## src/rtl/seq_alu_pkg.sv

```systemverilog
// Shared definitions for the registered sequential ALU: opcode values,
// flag bit positions inside the {V,C,N,Z} flag vector and FSM state encoding.
package seq_alu_pkg;

    localparam logic [3:0] OP_ADD = 4'b0000;
    localparam logic [3:0] OP_SUB = 4'b0001;
    localparam logic [3:0] OP_AND = 4'b0010;
    localparam logic [3:0] OP_OR  = 4'b0011;
    localparam logic [3:0] OP_XOR = 4'b0100;
    localparam logic [3:0] OP_NOT = 4'b0101;
    localparam logic [3:0] OP_INC = 4'b0110;
    localparam logic [3:0] OP_DEC = 4'b0111;
    localparam logic [3:0] OP_ADC = 4'b1000;
    localparam logic [3:0] OP_SBB = 4'b1001;
    localparam logic [3:0] OP_SHL = 4'b1010;
    localparam logic [3:0] OP_SHR = 4'b1011;
    localparam logic [3:0] OP_MUL = 4'b1100;

    localparam int FLG_Z = 0;
    localparam int FLG_N = 1;
    localparam int FLG_C = 2;
    localparam int FLG_V = 3;

    typedef enum logic {
        ST_IDLE = 1'b0,
        ST_MUL  = 1'b1
    } state_t;

endpackage

```

## src/rtl/seq_alu_mul.sv

```systemverilog
// Iterative shift-add unsigned multiplier. A start pulse loads the operands;
// one partial-product step runs per cycle for WIDTH cycles. done is high
// during the final step, and product then carries the value that step
// produces, so the caller can capture it at the same edge.
module seq_alu_mul #(
    parameter int WIDTH = 4
) (
    input  logic               clk,
    input  logic               rst_n,
    input  logic               start,
    input  logic [WIDTH-1:0]   a,
    input  logic [WIDTH-1:0]   b,
    output logic               done,
    output logic [2*WIDTH-1:0] product
);

    localparam int CNT_W = $clog2(WIDTH + 1);

    logic               run;
    logic [CNT_W-1:0]   cnt;
    logic [2*WIDTH-1:0] mcand;
    logic [WIDTH-1:0]   mplier;
    logic [2*WIDTH-1:0] acc;
    logic [2*WIDTH-1:0] acc_nxt;

    assign acc_nxt = mplier[0] ? (acc + mcand) : acc;
    assign done    = run && (cnt == CNT_W'(WIDTH - 1));
    assign product = acc_nxt;

    // Step counter and run flag; reset abandons any multiply in flight.
    always_ff @(posedge clk or negedge rst_n) begin
        if (!rst_n) begin
            run <= 1'b0;
            cnt <= '0;
        end else if (start) begin
            run <= 1'b1;
            cnt <= '0;
        end else if (run) begin
            cnt <= cnt + CNT_W'(1);
            if (done) begin
                run <= 1'b0;
            end
        end
    end

    // Operand shift registers and partial-product accumulator.
    always_ff @(posedge clk) begin
        if (start) begin
            mcand  <= {{WIDTH{1'b0}}, a};
            mplier <= b;
            acc    <= '0;
        end else if (run) begin
            acc    <= acc_nxt;
            mcand  <= mcand << 1;
            mplier <= mplier >> 1;
        end
    end

endmodule

```

## src/rtl/seq_alu.sv

```systemverilog
// Registered ALU with valid/ready handshake, stored {V,C,N,Z} flags for
// carry-chained ADC/SBB, shifts and an optional multi-cycle multiply.
// Define SEQ_ALU_MUL_EN to build opcode 1100 as the shift-add multiply;
// without it 1100 completes as an illegal opcode and busy stays 0.
module seq_alu
    import seq_alu_pkg::*;
#(
    parameter int WIDTH = 4
) (
    input  logic             clk,
    input  logic             rst_n,
    input  logic             in_valid,
    output logic             in_ready,
    input  logic [3:0]       op,
    input  logic [WIDTH-1:0] a,
    input  logic [WIDTH-1:0] b,
    input  logic             cin,
    output logic             out_valid,
    input  logic             out_ready,
    output logic [WIDTH-1:0] y,
    output logic [WIDTH-1:0] y_hi,
    output logic [3:0]       flags,
    output logic             err,
    output logic             busy
);

    localparam logic [WIDTH-1:0] ONE = WIDTH'(1);

    function automatic logic [WIDTH:0] add_ext(input logic [WIDTH-1:0] x,
                                               input logic [WIDTH-1:0] z,
                                               input logic ci);
        return {1'b0, x} + {1'b0, z} + {{WIDTH{1'b0}}, ci};
    endfunction

    function automatic logic [WIDTH:0] sub_ext(input logic [WIDTH-1:0] x,
                                               input logic [WIDTH-1:0] z,
                                               input logic bi);
        return {1'b0, x} - {1'b0, z} - {{WIDTH{1'b0}}, bi};
    endfunction

    // Signed overflow: operands agree in sign but the result does not.
    function automatic logic add_ovf(input logic [WIDTH-1:0] x,
                                     input logic [WIDTH-1:0] z,
                                     input logic [WIDTH-1:0] r);
        return (x[WIDTH-1] == z[WIDTH-1]) && (r[WIDTH-1] != x[WIDTH-1]);
    endfunction

    // Signed overflow: operands differ in sign and the result sign flips from x.
    function automatic logic sub_ovf(input logic [WIDTH-1:0] x,
                                     input logic [WIDTH-1:0] z,
                                     input logic [WIDTH-1:0] r);
        return (x[WIDTH-1] != z[WIDTH-1]) && (r[WIDTH-1] != x[WIDTH-1]);
    endfunction

    logic             accept;
    logic             mul_start;
    logic             mul_finish;
    logic [WIDTH:0]   ext;
    logic [WIDTH-1:0] sc_res;
    logic             sc_c;
    logic             sc_v;
    logic             sc_illegal;
    logic [3:0]       sc_flags;

    assign accept = in_valid && in_ready;

    // Single-cycle datapath: result, carry/borrow and overflow for each opcode.
    always_comb begin
        ext        = '0;
        sc_res     = '0;
        sc_c       = 1'b0;
        sc_v       = 1'b0;
        sc_illegal = 1'b0;
        case (op)
            OP_ADD: begin
                ext    = add_ext(a, b, cin);
                sc_res = ext[WIDTH-1:0];
                sc_c   = ext[WIDTH];
                sc_v   = add_ovf(a, b, ext[WIDTH-1:0]);
            end
            OP_SUB: begin
                ext    = sub_ext(a, b, cin);
                sc_res = ext[WIDTH-1:0];
                sc_c   = ext[WIDTH];
                sc_v   = sub_ovf(a, b, ext[WIDTH-1:0]);
            end
            OP_AND: sc_res = a & b;
            OP_OR:  sc_res = a | b;
            OP_XOR: sc_res = a ^ b;
            OP_NOT: sc_res = ~a;
            OP_INC: begin
                ext    = add_ext(a, ONE, 1'b0);
                sc_res = ext[WIDTH-1:0];
                sc_c   = ext[WIDTH];
                sc_v   = add_ovf(a, ONE, ext[WIDTH-1:0]);
            end
            OP_DEC: begin
                ext    = sub_ext(a, ONE, 1'b0);
                sc_res = ext[WIDTH-1:0];
                sc_c   = ext[WIDTH];
                sc_v   = sub_ovf(a, ONE, ext[WIDTH-1:0]);
            end
            OP_ADC: begin
                ext    = add_ext(a, b, flags[FLG_C]);
                sc_res = ext[WIDTH-1:0];
                sc_c   = ext[WIDTH];
                sc_v   = add_ovf(a, b, ext[WIDTH-1:0]);
            end
            OP_SBB: begin
                ext    = sub_ext(a, b, flags[FLG_C]);
                sc_res = ext[WIDTH-1:0];
                sc_c   = ext[WIDTH];
                sc_v   = sub_ovf(a, b, ext[WIDTH-1:0]);
            end
            OP_SHL: begin
                sc_res = {a[WIDTH-2:0], 1'b0};
                sc_c   = a[WIDTH-1];
            end
            OP_SHR: begin
                sc_res = {1'b0, a[WIDTH-1:1]};
                sc_c   = a[0];
            end
`ifdef SEQ_ALU_MUL_EN
            OP_MUL: sc_res = '0;
`endif
            default: sc_illegal = 1'b1;
        endcase
    end

    // Pack the {V,C,N,Z} vector for a single-cycle result.
    always_comb begin
        sc_flags        = '0;
        sc_flags[FLG_Z] = (sc_res == '0);
        sc_flags[FLG_N] = sc_res[WIDTH-1];
        sc_flags[FLG_C] = sc_c;
        sc_flags[FLG_V] = sc_v;
    end

`ifdef SEQ_ALU_MUL_EN
    state_t             state;
    logic               mul_done;
    logic [2*WIDTH-1:0] product;
    logic [3:0]         mul_flags;

    assign in_ready   = (state == ST_IDLE) && (!out_valid || out_ready);
    assign mul_start  = accept && (op == OP_MUL);
    assign mul_finish = (state == ST_MUL) && mul_done;

    seq_alu_mul #(.WIDTH(WIDTH)) u_mul (
        .clk     (clk),
        .rst_n   (rst_n),
        .start   (mul_start),
        .a       (a),
        .b       (b),
        .done    (mul_done),
        .product (product)
    );

    // Flags for the finished product: overflow/carry mean the high half is used.
    always_comb begin
        mul_flags        = '0;
        mul_flags[FLG_Z] = (product == '0);
        mul_flags[FLG_N] = product[2*WIDTH-1];
        mul_flags[FLG_C] = (product[2*WIDTH-1:WIDTH] != '0);
        mul_flags[FLG_V] = (product[2*WIDTH-1:WIDTH] != '0);
    end
`else
    assign in_ready   = !out_valid || out_ready;
    assign mul_start  = 1'b0;
    assign mul_finish = 1'b0;
    assign busy       = 1'b0;
`endif

    // Output register, handshake and multiply FSM.
    always_ff @(posedge clk or negedge rst_n) begin
        if (!rst_n) begin
            y         <= '0;
            y_hi      <= '0;
            flags     <= '0;
            err       <= 1'b0;
            out_valid <= 1'b0;
`ifdef SEQ_ALU_MUL_EN
            state     <= ST_IDLE;
            busy      <= 1'b0;
`endif
        end else begin
            if (out_valid && out_ready) begin
                out_valid <= 1'b0;
            end
            if (accept && !mul_start) begin
                out_valid <= 1'b1;
                y_hi      <= '0;
                if (sc_illegal) begin
                    y   <= '0;
                    err <= 1'b1;
                end else begin
                    y     <= sc_res;
                    flags <= sc_flags;
                    err   <= 1'b0;
                end
            end
`ifdef SEQ_ALU_MUL_EN
            if (mul_start) begin
                state <= ST_MUL;
                busy  <= 1'b1;
            end
            if (mul_finish) begin
                y         <= product[WIDTH-1:0];
                y_hi      <= product[2*WIDTH-1:WIDTH];
                flags     <= mul_flags;
                err       <= 1'b0;
                out_valid <= 1'b1;
                busy      <= 1'b0;
                state     <= ST_IDLE;
            end
`endif
        end
    end

endmodule

```

## config.mk

```make
export PLATFORM = sky130hd
export DESIGN_NAME = seq_alu
export DESIGN_NICKNAME = d
export VERILOG_FILES = /design/src/rtl/seq_alu_pkg.sv /design/src/rtl/seq_alu_mul.sv /design/src/rtl/seq_alu.sv
export SDC_FILE = /design/constraint.sdc
export NUM_CORES = 1
export LEC_CHECK = 0
export CAP_MARGIN = 20
export CORE_ASPECT_RATIO = 0.9
export CORE_MARGIN = 2
export CORE_UTILIZATION = 45
export CTS_CLUSTER_DIAMETER = 40
export DETAILED_ROUTE_END_ITERATION = 8
export GPL_TIMING_DRIVEN = 0
export HOLD_SLACK_MARGIN = 0.05
export PLACE_DENSITY = 0.69
export SYNTH_ARGS = -nofsm -noshare
export SYNTH_HDL_FRONTEND = slang
export SYNTH_HIERARCHICAL = 1
export SYNTH_SLANG_ARGS = --single-unit
```

## constraint.sdc

```tcl
create_clock -name clk -period 3.8 [get_ports clk]
set_clock_uncertainty 0.15 [all_clocks]
set_input_delay 0.76 -clock clk [delete_from_list [all_inputs] [get_ports clk]]
set_output_delay 0.76 -clock clk [all_outputs]
set_load 0.03 [all_outputs]
```

# Yosys cells after proc, flatten, opt, wreduce, memory -nomap -nowiden

Index checks and enable logic that the tools add are counted.

Register bits after elaboration: 10
Input bits: 17
Word-level logic and storage cells: 58
Memory bits (read-only): 0
Output and inout port bits: 16
Memories kept: 0
Memory bits (writable): 0
Latch bits: 0

Multipliers: 0
Add/subtract/negate cells: 8
Shift operators: 0
Equal/unequal tests: 19
Order comparisons: 0
Divide/modulo/power cells: 0
Reductions and logical operators: 15
Bitwise logic cells: 5
Multiplexer cells: 7

Operators by type and width:

| kind                                                                | count |
|---|---|
| 4-bit case mux with 12 select lines                                 | 1 |
| 4-bit by 3-bit == test with 1-bit output (second input constant)    | 4 |
| 4-bit == test (second input constant)                               | 4 |
| 12-bit OR reduction                                                 | 1 |
| 5-bit by 1-bit adder with 5-bit output                              | 2 |
| 5-bit by 1-bit subtractor with 5-bit output                         | 2 |
| 4-bit by 2-bit == test with 1-bit output (second input constant)    | 2 |
| 1-bit logical AND                                                   | 8 |
| 4-bit zero test                                                     | 2 |
| 1-bit case mux with 8 select lines                                  | 1 |
| 1-bit != test                                                       | 7 |
| 1-bit case mux with 6 select lines                                  | 1 |
| 4-bit by 1-bit adder with 5-bit output (second input constant)      | 1 |
| 4-bit by 4-bit adder with 5-bit output                              | 1 |
| 4-bit by 1-bit subtractor with 5-bit output (second input constant) | 1 |
| 4-bit by 4-bit subtractor with 5-bit output                         | 1 |
| 4-bit bitwise AND                                                   | 1 |
| 4-bit by 1-bit == test with 1-bit output (second input constant)    | 1 |
| 4-bit two-way mux                                                   | 1 |
| 4-bit inverter                                                      | 1 |
| 4-bit OR                                                            | 1 |
| 4-bit XOR                                                           | 1 |
| 1-bit two-way mux                                                   | 3 |
| 2-bit AND reduction                                                 | 1 |
| other kinds (5)                                                     | 5 |

# Logic depth before layout (Yosys ltp)

Gate-level depths: netlist of the first run.

Depth after elaboration: 5
Depth in mapped cells: 12
Gate-level depth less buffers: 12

# Worst setup path after synthesis of the first run

No wires, ideal clock.

Kind: input port to flip-flop
Start: in a[2]
End: reg flags[2]
Data arrival time: 2906 ps
Slack: 618 ps
Setup time: 126 ps
Buffers on the path: 2
Stages: 11
Path through: clkbuf_1 -> inv_1 -> ha_1 -> buf_6 -> a21oi_2 -> a21oi_1 -> or4_1 -> nand3_1 -> and3_1 -> a31oi_1 -> a221o_1

Longest elaborated chain between the ends: 3
Elaborated cells between the ends (all ways): 9

RTL lines:

| item                                                                                                         | RTL line                     | text |
|---|---|---|
| from (decl)                                                                                                  | seq_alu.sv:15                | `input logic [WIDTH-1:0] a,` |
| 4-bit by 4-bit subtractor with 5-bit output / 4-bit by 4-bit adder with 5-bit output (equally long branches) | seq_alu.sv:38, seq_alu.sv:32 |  |
| 5-bit by 1-bit subtractor with 5-bit output / 5-bit by 1-bit adder with 5-bit output (equally long branches) | seq_alu.sv:38, seq_alu.sv:32 |  |
| 1-bit case mux with 8 select lines (*)                                                                       | seq_alu.sv:74                | `case (op)` |
| to (signal assigned)                                                                                         | seq_alu.sv:198               | `flags <= sc_flags;` |
| to (decl)                                                                                                    | seq_alu.sv:22                | `output logic [3:0] flags,` |

Mark *: on every way between the ends. The rest lies on a longest branch, timed or not.
A chain may end at the register's enable or synchronous reset.

# Worst setup path in the final report of the first run

Same ends and word-level chain as after synthesis.

==> impl_metrics.py, run 1 <==
metrics = {
    "floorplan": {
        "start_util_pct": 47.32,
        "dieArea_um2": 4854,
        "ios": 33,
        "rows": 22,
        "dieHeight_um": 66.30,
        "core_area_um2": 4101,
        "die_w_um": 73.22,
    },
    "logic_synthesis": {
        "synthTopCellsByCount": "25 x nand2_1, 24 x ha_1, 16 x inv_1",
        "syn_inst": 239,
        "synth_top_family_by_area": "simple AND/OR/NAND/NOR gates",
        "ys_top_cells_by_area": "ha_1 15%, dfrtp_1 13%, mux2i_1 5.2%, nand2_1 4.8%, xnor2_1 4.5%",
        "synth-edff-count": 0,
        "synth-seq-cells": 10,
        "synth_xor_xnor_area_share_pct": 10.57,
        "synth_mux_area_share_pct": 6.899,
        "synth_top_area_cell": "ha_1",
        "synth_ff_type": "dfrtp_1",
        "async_reset_ff_share_pct": 100.0,
        "yosysMostFrequentCell": "nand2_1",
        "avgSynthCellArea_um2": 8.120,
        "synth_cell_types": 60,
        "synth-compound-area-share_pct": 19.73,
        "yosysTopAreaCellShare_pct": 15.47,
        "yosysWarnings": 6,
        "synthAdderAreaFrac_pct": 17.54,
        "netlist_area_um2": 1941,
        "ys_seq_area_share_pct": 12.89,
        "synthSimpleGateAreaFrac_pct": 23.86,
    },
    "power": {
        "power.leakage_nw": 1.077,
        "p_per_area_nw_per_um2": 260.1,
        "ir_worst_vdd_mv": 0.1227,
    },
    "placed_design": {
        "dp_cells": 318,
        "hpwl_mm": 4.226,
        "port_buffers": 27,
        "place.gp.congestion": 0.9676,
    },
    "finish": {
        "multiInputGateArea_um2": 1544,
        "nFillCells": 402,
        "seqCellArea_um2": 250.2,
        "antenna_cells": 0,
        "area_growth_pct": 20.25,
        "fin_nets": 318,
        "final_layout_size_suffix_gt1_share_pct": 13.55,
        "final_cells": 321,
    },
    "setup_path": {
        "crit_fanout": 9,
        "worstPathArrival_ns": 3.60,
        "rr_worst_depth": 7,
        "timing.rr.start": "flags[2]",
        "critPathRequiredTime_ns": 3.77,
        "rr_endpoint": "y[1]",
        "crit_path_end_kind": "register",
        "r2r_slack_ns": 1.37,
        "path_class": "in2reg",
        "worstSetupStartpointType": "input port",
    },
    "cts": {
        "worstSkewPairLatency_ns": 0.23,
        "clock-sinks": 10,
        "hold_buffers": 0,
        "cts_max_level": 1,
        "clk_path_buf_depth": 2,
        "cts_tree": "done",
        "numCtsBuffers": 3,
        "cts-root-buf": "clkbuf_8",
        "clkTransAtPathRegs_ns": 0.05,
    },
    "detailed_routing": {
        "via_per_inst": 5.903,
        "drc_errors": 0,
        "first_pass_iters": 4,
        "antenna_left": 0,
        "wirelength_mm": 5.078,
        "post_drt_wl_per_cell_um": 15.82,
        "vias": 1895,
        "drt_iter0_drc": 133,
    },
    "sta": {
        "slew_headroom_pct": 59.80,
        "hold_viol_final": 0,
        "max_freq_ghz": 0.2756,
        "slew_viol_final": 0,
        "rsz0062_at_grt": "false",
        "fin_crit_sh_pct": 95.50,
        "hold_slack_ns": 0.3228,
        "worst_slew_pin_slew_ns": 0.5955,
        "fin_crit_ns": 3.629,
        "finalSetupViolations": 0,
    },
    "global_routing": {
        "grt_max_degree": 11,
        "grt_first_pass_wirelength_mm": 8.507,
        "antenna_found_initial": 0,
        "grt_pass1_vias": 1757,
        "grt_usage_pct": 22.72,
        "grt_overflow": 0,
    },
    "worst_hold_path": {
        "hold_path_startpoint": "y[3]",
        "hp-class": "reg2reg",
        "holdPathStages": 2,
        "min_to": "y[3]",
    },
    "run": {
        "max-cap-violations": 0,
    },
    "outcome": {
        "status": "completed",
    },
}
==> flip-flops by register name, indices dropped and copies added, names as in the netlist <==
register,cells
out_valid,1
err,1
flags,4
y,4
==> critical path, cell delays in order <==
cell and delay, ns:
clkdlybuf4s50_1 0.51, clkbuf_2 0.25, inv_1 0.10, ha_1 0.31
buf_6 0.16, a21oi_2 0.23, a21oi_1 0.15, or4_1 0.53
nand3_1 0.11, and3_1 0.15, a31oi_1 0.08, a221o_1 0.25
==> power by group <==
group          leakage, nW  internal, W  switching (W)  total (W)
Clock               0.0216    0.0000692      0.0000397   0.000109
Combinational        0.928     0.000159       0.000204   0.000363
Sequential           0.128     0.000124      0.0000108   0.000135
==> cells in the final DEF, fill, tap and decap left out, drive strengths merged, types with 2 or more instances in the layout <==
master and instances:
nor4b 2, a22o 3, o22ai 8, xnor3 2, xnor2 10, dlymetal6s2s 2, clkbuf 4, nor3 8
nand3 11, or4b 2, buf 15, inv 17, nand2 25, nand2b 5, a21o 2, a31oi 2
a21oi 16, and2b 2, mux2 3, and3 4, o21ai 7, xor2 4, fa 2, nand4 3
ha 24, a22oi 2, clkdlybuf4s50 25, nor2 15, dfrtp 10, or4 2, o311ai 2, conb 5
or3 2, mux2i 10, a211oi 2, o41ai 2
==> logic make-up after synthesis <==
logic type | Yosys count
AO/OA/AOI/OAI | 54
adder cells (fa/ha/maj) | 26
XOR/XNOR | 16
multiplexers | 13
buffers and inverters | 33
other | 1
AND/OR/NAND/NOR | 86
flip-flops | 10
==> per-layer routing <==
layer | up-vias | track usage, % | share of wire (%)
met3 | 4 | 4.878 | 7.6
met2 | 65 | 37.27 | 45
met5 | - | 0 | 0
li1 | 923 | - | -
met1 | 903 | 31.54 | 47
met4 | 0 | 2.083 | 0.57
==> stage by stage <==
step                      area, um^2  setup WS, ns  util [%]  total power, W  TNS [ns]
final                           2333        0.1711     56.89       0.0006070         0
after global placement          2286       -0.2456     55.74       0.0004930   -0.7482
after floorplan                 1956        0.6176         -       0.0003838         0
after CTS                       2327       0.01334     56.74       0.0006075         0
after global routing            2333       0.02574     56.89       0.0006513         0
after detailed placement        2286       -0.2529     55.74       0.0004970   -0.7642
==> final cells by class <==
cell class / count / area share, %
sequential: 10 / 10.72
tap: 48 / 2.574
clock buffer: 3 / 1.769
multi-input combinational: 200 / 66.17
buffer: 16 / 4.236
timing repair buffer: 27 / 11.80
inverter: 17 / 2.735
==> what timing repair did <==
item                                    in CTS  in global routing
endpoints found under the setup margin       2                  3
endpoints found under the hold margin        0                  0
setup buffers                                0                  0
resized for setup                            1                  4
==> worst max path at each step <==
stage / startpoint / end / depth (start not counted)
after CTS: a[2] / flags[2] / 12
after global placement: a[0] / y[1] / 12
after floorplan: a[2] / flags[2] / 11
final: a[2] / flags[2] / 12
after global routing: a[3] / flags[2] / 11
after detailed placement: a[0] / flags[0] / 12
No activity file was read; power rests on OpenSTA's default activity.
==> inputs of run 2 (changes only) <==
Settings changed: CORE_MARGIN 2 to 5.
==> impl_metrics.py, run 2 (synthesized netlist as in run 1, its figures left out) <==
metrics = {
    "sta": {
        "hold_viol_final": 0,
        "slew_headroom_pct": 59.32,
        "fin_crit_ns": 3.664,
        "timing.final.ws_setup_ns": 0.1357,
        "worst_slew_pin_slew_ns": 0.6026,
        "max_freq_ghz": 0.2729,
        "fin_crit_sh_pct": 96.43,
        "rsz0062_at_grt": "false",
        "hold_slack_ns": 0.3279,
        "slew_viol_final": 0,
        "finalSetupViolations": 0,
    },
    "global_routing": {
        "grt_overflow": 0,
        "met2_usage_pct": 30.19,
        "grt_util_met3_pct": 4.467,
        "grt_usage_pct": 19.00,
        "antenna_found_initial": 0,
        "grt_pass1_vias": 1825,
        "top_usage_layer": "met2",
        "grt.met1_usage_pct": 25.46,
        "grt_first_pass_wirelength_mm": 8.625,
        "grt_max_degree": 11,
    },
    "detailed_routing": {
        "wirelength_mm": 5.160,
        "via_per_inst": 5.850,
        "drt_iter0_drc": 86,
        "drc_errors": 0,
        "first_pass_iters": 4,
        "antenna_left": 0,
        "post_drt_wl_per_cell_um": 16.07,
        "vias": 1878,
    },
    "worst_hold_path": {
        "hp-class": "reg2reg",
    },
    "setup_path": {
        "worstSetupStartpointType": "input port",
        "path_class": "in2reg",
        "crit_family": "buffers and inverters",
        "crit_path_end_kind": "register",
        "max_stage_delay_ns": 0.55,
        "critPathSlowestCell": "or4_1",
        "crit_fanout": 9,
        "worstPathArrival_ns": 3.63,
        "path_cells": "clkdlybuf4s50_1, buf_2, inv_1, ha_1, buf_6, a21oi_2, a21oi_1, or4_1, nand3_1, and3_1, a31oi_1, a221o_1",
        "critPathBufInv": 4,
        "critPathRequiredTime_ns": 3.77,
    },
    "finish": {
        "reg_top3": "flags: 4 flops, y: 4 flops",
        "nFillCells": 402,
        "final_util_pct": 56.42,
        "seqCellArea_um2": 250.2,
        "area_growth_pct": 20.05,
        "final_layout_size_suffix_gt1_share_pct": 13.55,
        "multiInputGateArea_um2": 1544,
        "antenna_cells": 0,
        "final_cell_mix": "25 x nand2_1, 25 x clkdlybuf4s50_1, 24 x ha_1",
        "fin_nets": 318,
    },
    "placed_design": {
        "pre_cts_ws_ns": -0.2967,
        "place.gp.congestion": 0.9464,
        "hpwl_mm": 4.299,
        "port_buffers": 27,
    },
    "power": {
        "p_total_w": 0.0006063,
        "power.leakage_nw": 1.069,
        "ir_worst_vdd_mv": 0.1041,
        "p_per_area_nw_per_um2": 260.2,
    },
    "floorplan": {
        "ios": 33,
        "start_util_pct": 47.00,
        "die_w_um": 79.22,
        "dieHeight_um": 72.30,
        "core_area_um2": 4129,
        "rows": 22,
        "dieArea_um2": 5728,
    },
    "cts": {
        "cts-root-buf": "clkbuf_8",
        "clock-sinks": 10,
        "numCtsBuffers": 3,
        "cts_tree": "done",
        "worstSkewPairLatency_ns": 0.23,
        "clk_path_buf_depth": 2,
        "clkTransAtPathRegs_ns": 0.05,
        "cts_max_level": 1,
        "post-cts-setup-buffers": 0,
        "hold_buffers": 0,
    },
    "run": {
        "max-cap-violations": 0,
    },
    "outcome": {
        "status": "completed",
    },
}
[run 2: cell types whose count changed in the layout (fill, tap and decap cells not counted)]
cell and delta:
dlymetal6s2s_1 -1, dlygate4sd2_1 +1, buf_2 +1, clkbuf_2 -1
[run 2: timing repair]
action,4_1_cts,5_1_grt
endpoints found under the setup margin,3,2
resized for setup,3,2
cloned,0,0
[run 2: worst reg2reg max path, delay by kind of cell, from the launching register on]
family | cells | cell delay, ns
flip-flops | 1 | 0.42
AO/OA/AOI/OAI | 4 | 0.60
adder cells (fa/ha/maj) | 2 | 0.56
AND/OR/NAND/NOR | 1 | 0.61
[run 2: cell type report]
type | instances | share of cell area (%)
plain buffers | 16 | 4.243
clock buffers | 3 | 1.772
well taps | 48 | 2.578
flip-flops and latches | 10 | 10.74
repair buffers | 27 | 11.65
multi-input cells | 200 | 66.27
inverters | 17 | 2.739
[run 2: power breakdown]
part / switching, W / internal, W
Combinational: 0.000204 / 0.000159
Sequential: 0.0000111 / 0.000124
Clock: 0.0000390 / 0.0000692
Total: 0.000254 / 0.000352
[run 2: routing by layer]
metal | wire, um | up-vias
met5 | 0 | -
met4 | 138 | 0
met3 | 440 | 16
met2 | 2282 | 73
met1 | 2299 | 864
li1 | - | 925
[run 2: final timing paths]
check	slack [ns]	cells after the start	to	from
min in group asynchronous	0.71	1	y[3]	rst_n
worst min register to register	0.33	2	flags[1]	flags[1]
worst min-delay path	0.33	2	flags[1]	flags[1]
worst max-delay path	0.14	12	flags[2]	a[2]
max in group asynchronous	2.46	1	flags[1]	rst_n
worst max register to register	1.38	7	y[1]	flags[2]
[run 2: metrics by stage]
step / instance area (um^2) / cells / TNS, ns
final: 2330 / 321 / 0
after global routing: 2330 / 321 / 0
after CTS: 2327 / 321 / 0
after detailed placement: 2286 / 318 / -1.012
after global placement: 2286 / 318 / -0.7691
after floorplan: 1956 / 243 / 0
==> inputs of run 3 (changes only) <==
Settings changed: TNS_END_PERCENT from default to 1.
==> results of run 3 <==
No change in the layout: final DEF, timing and power equal those of run 2.
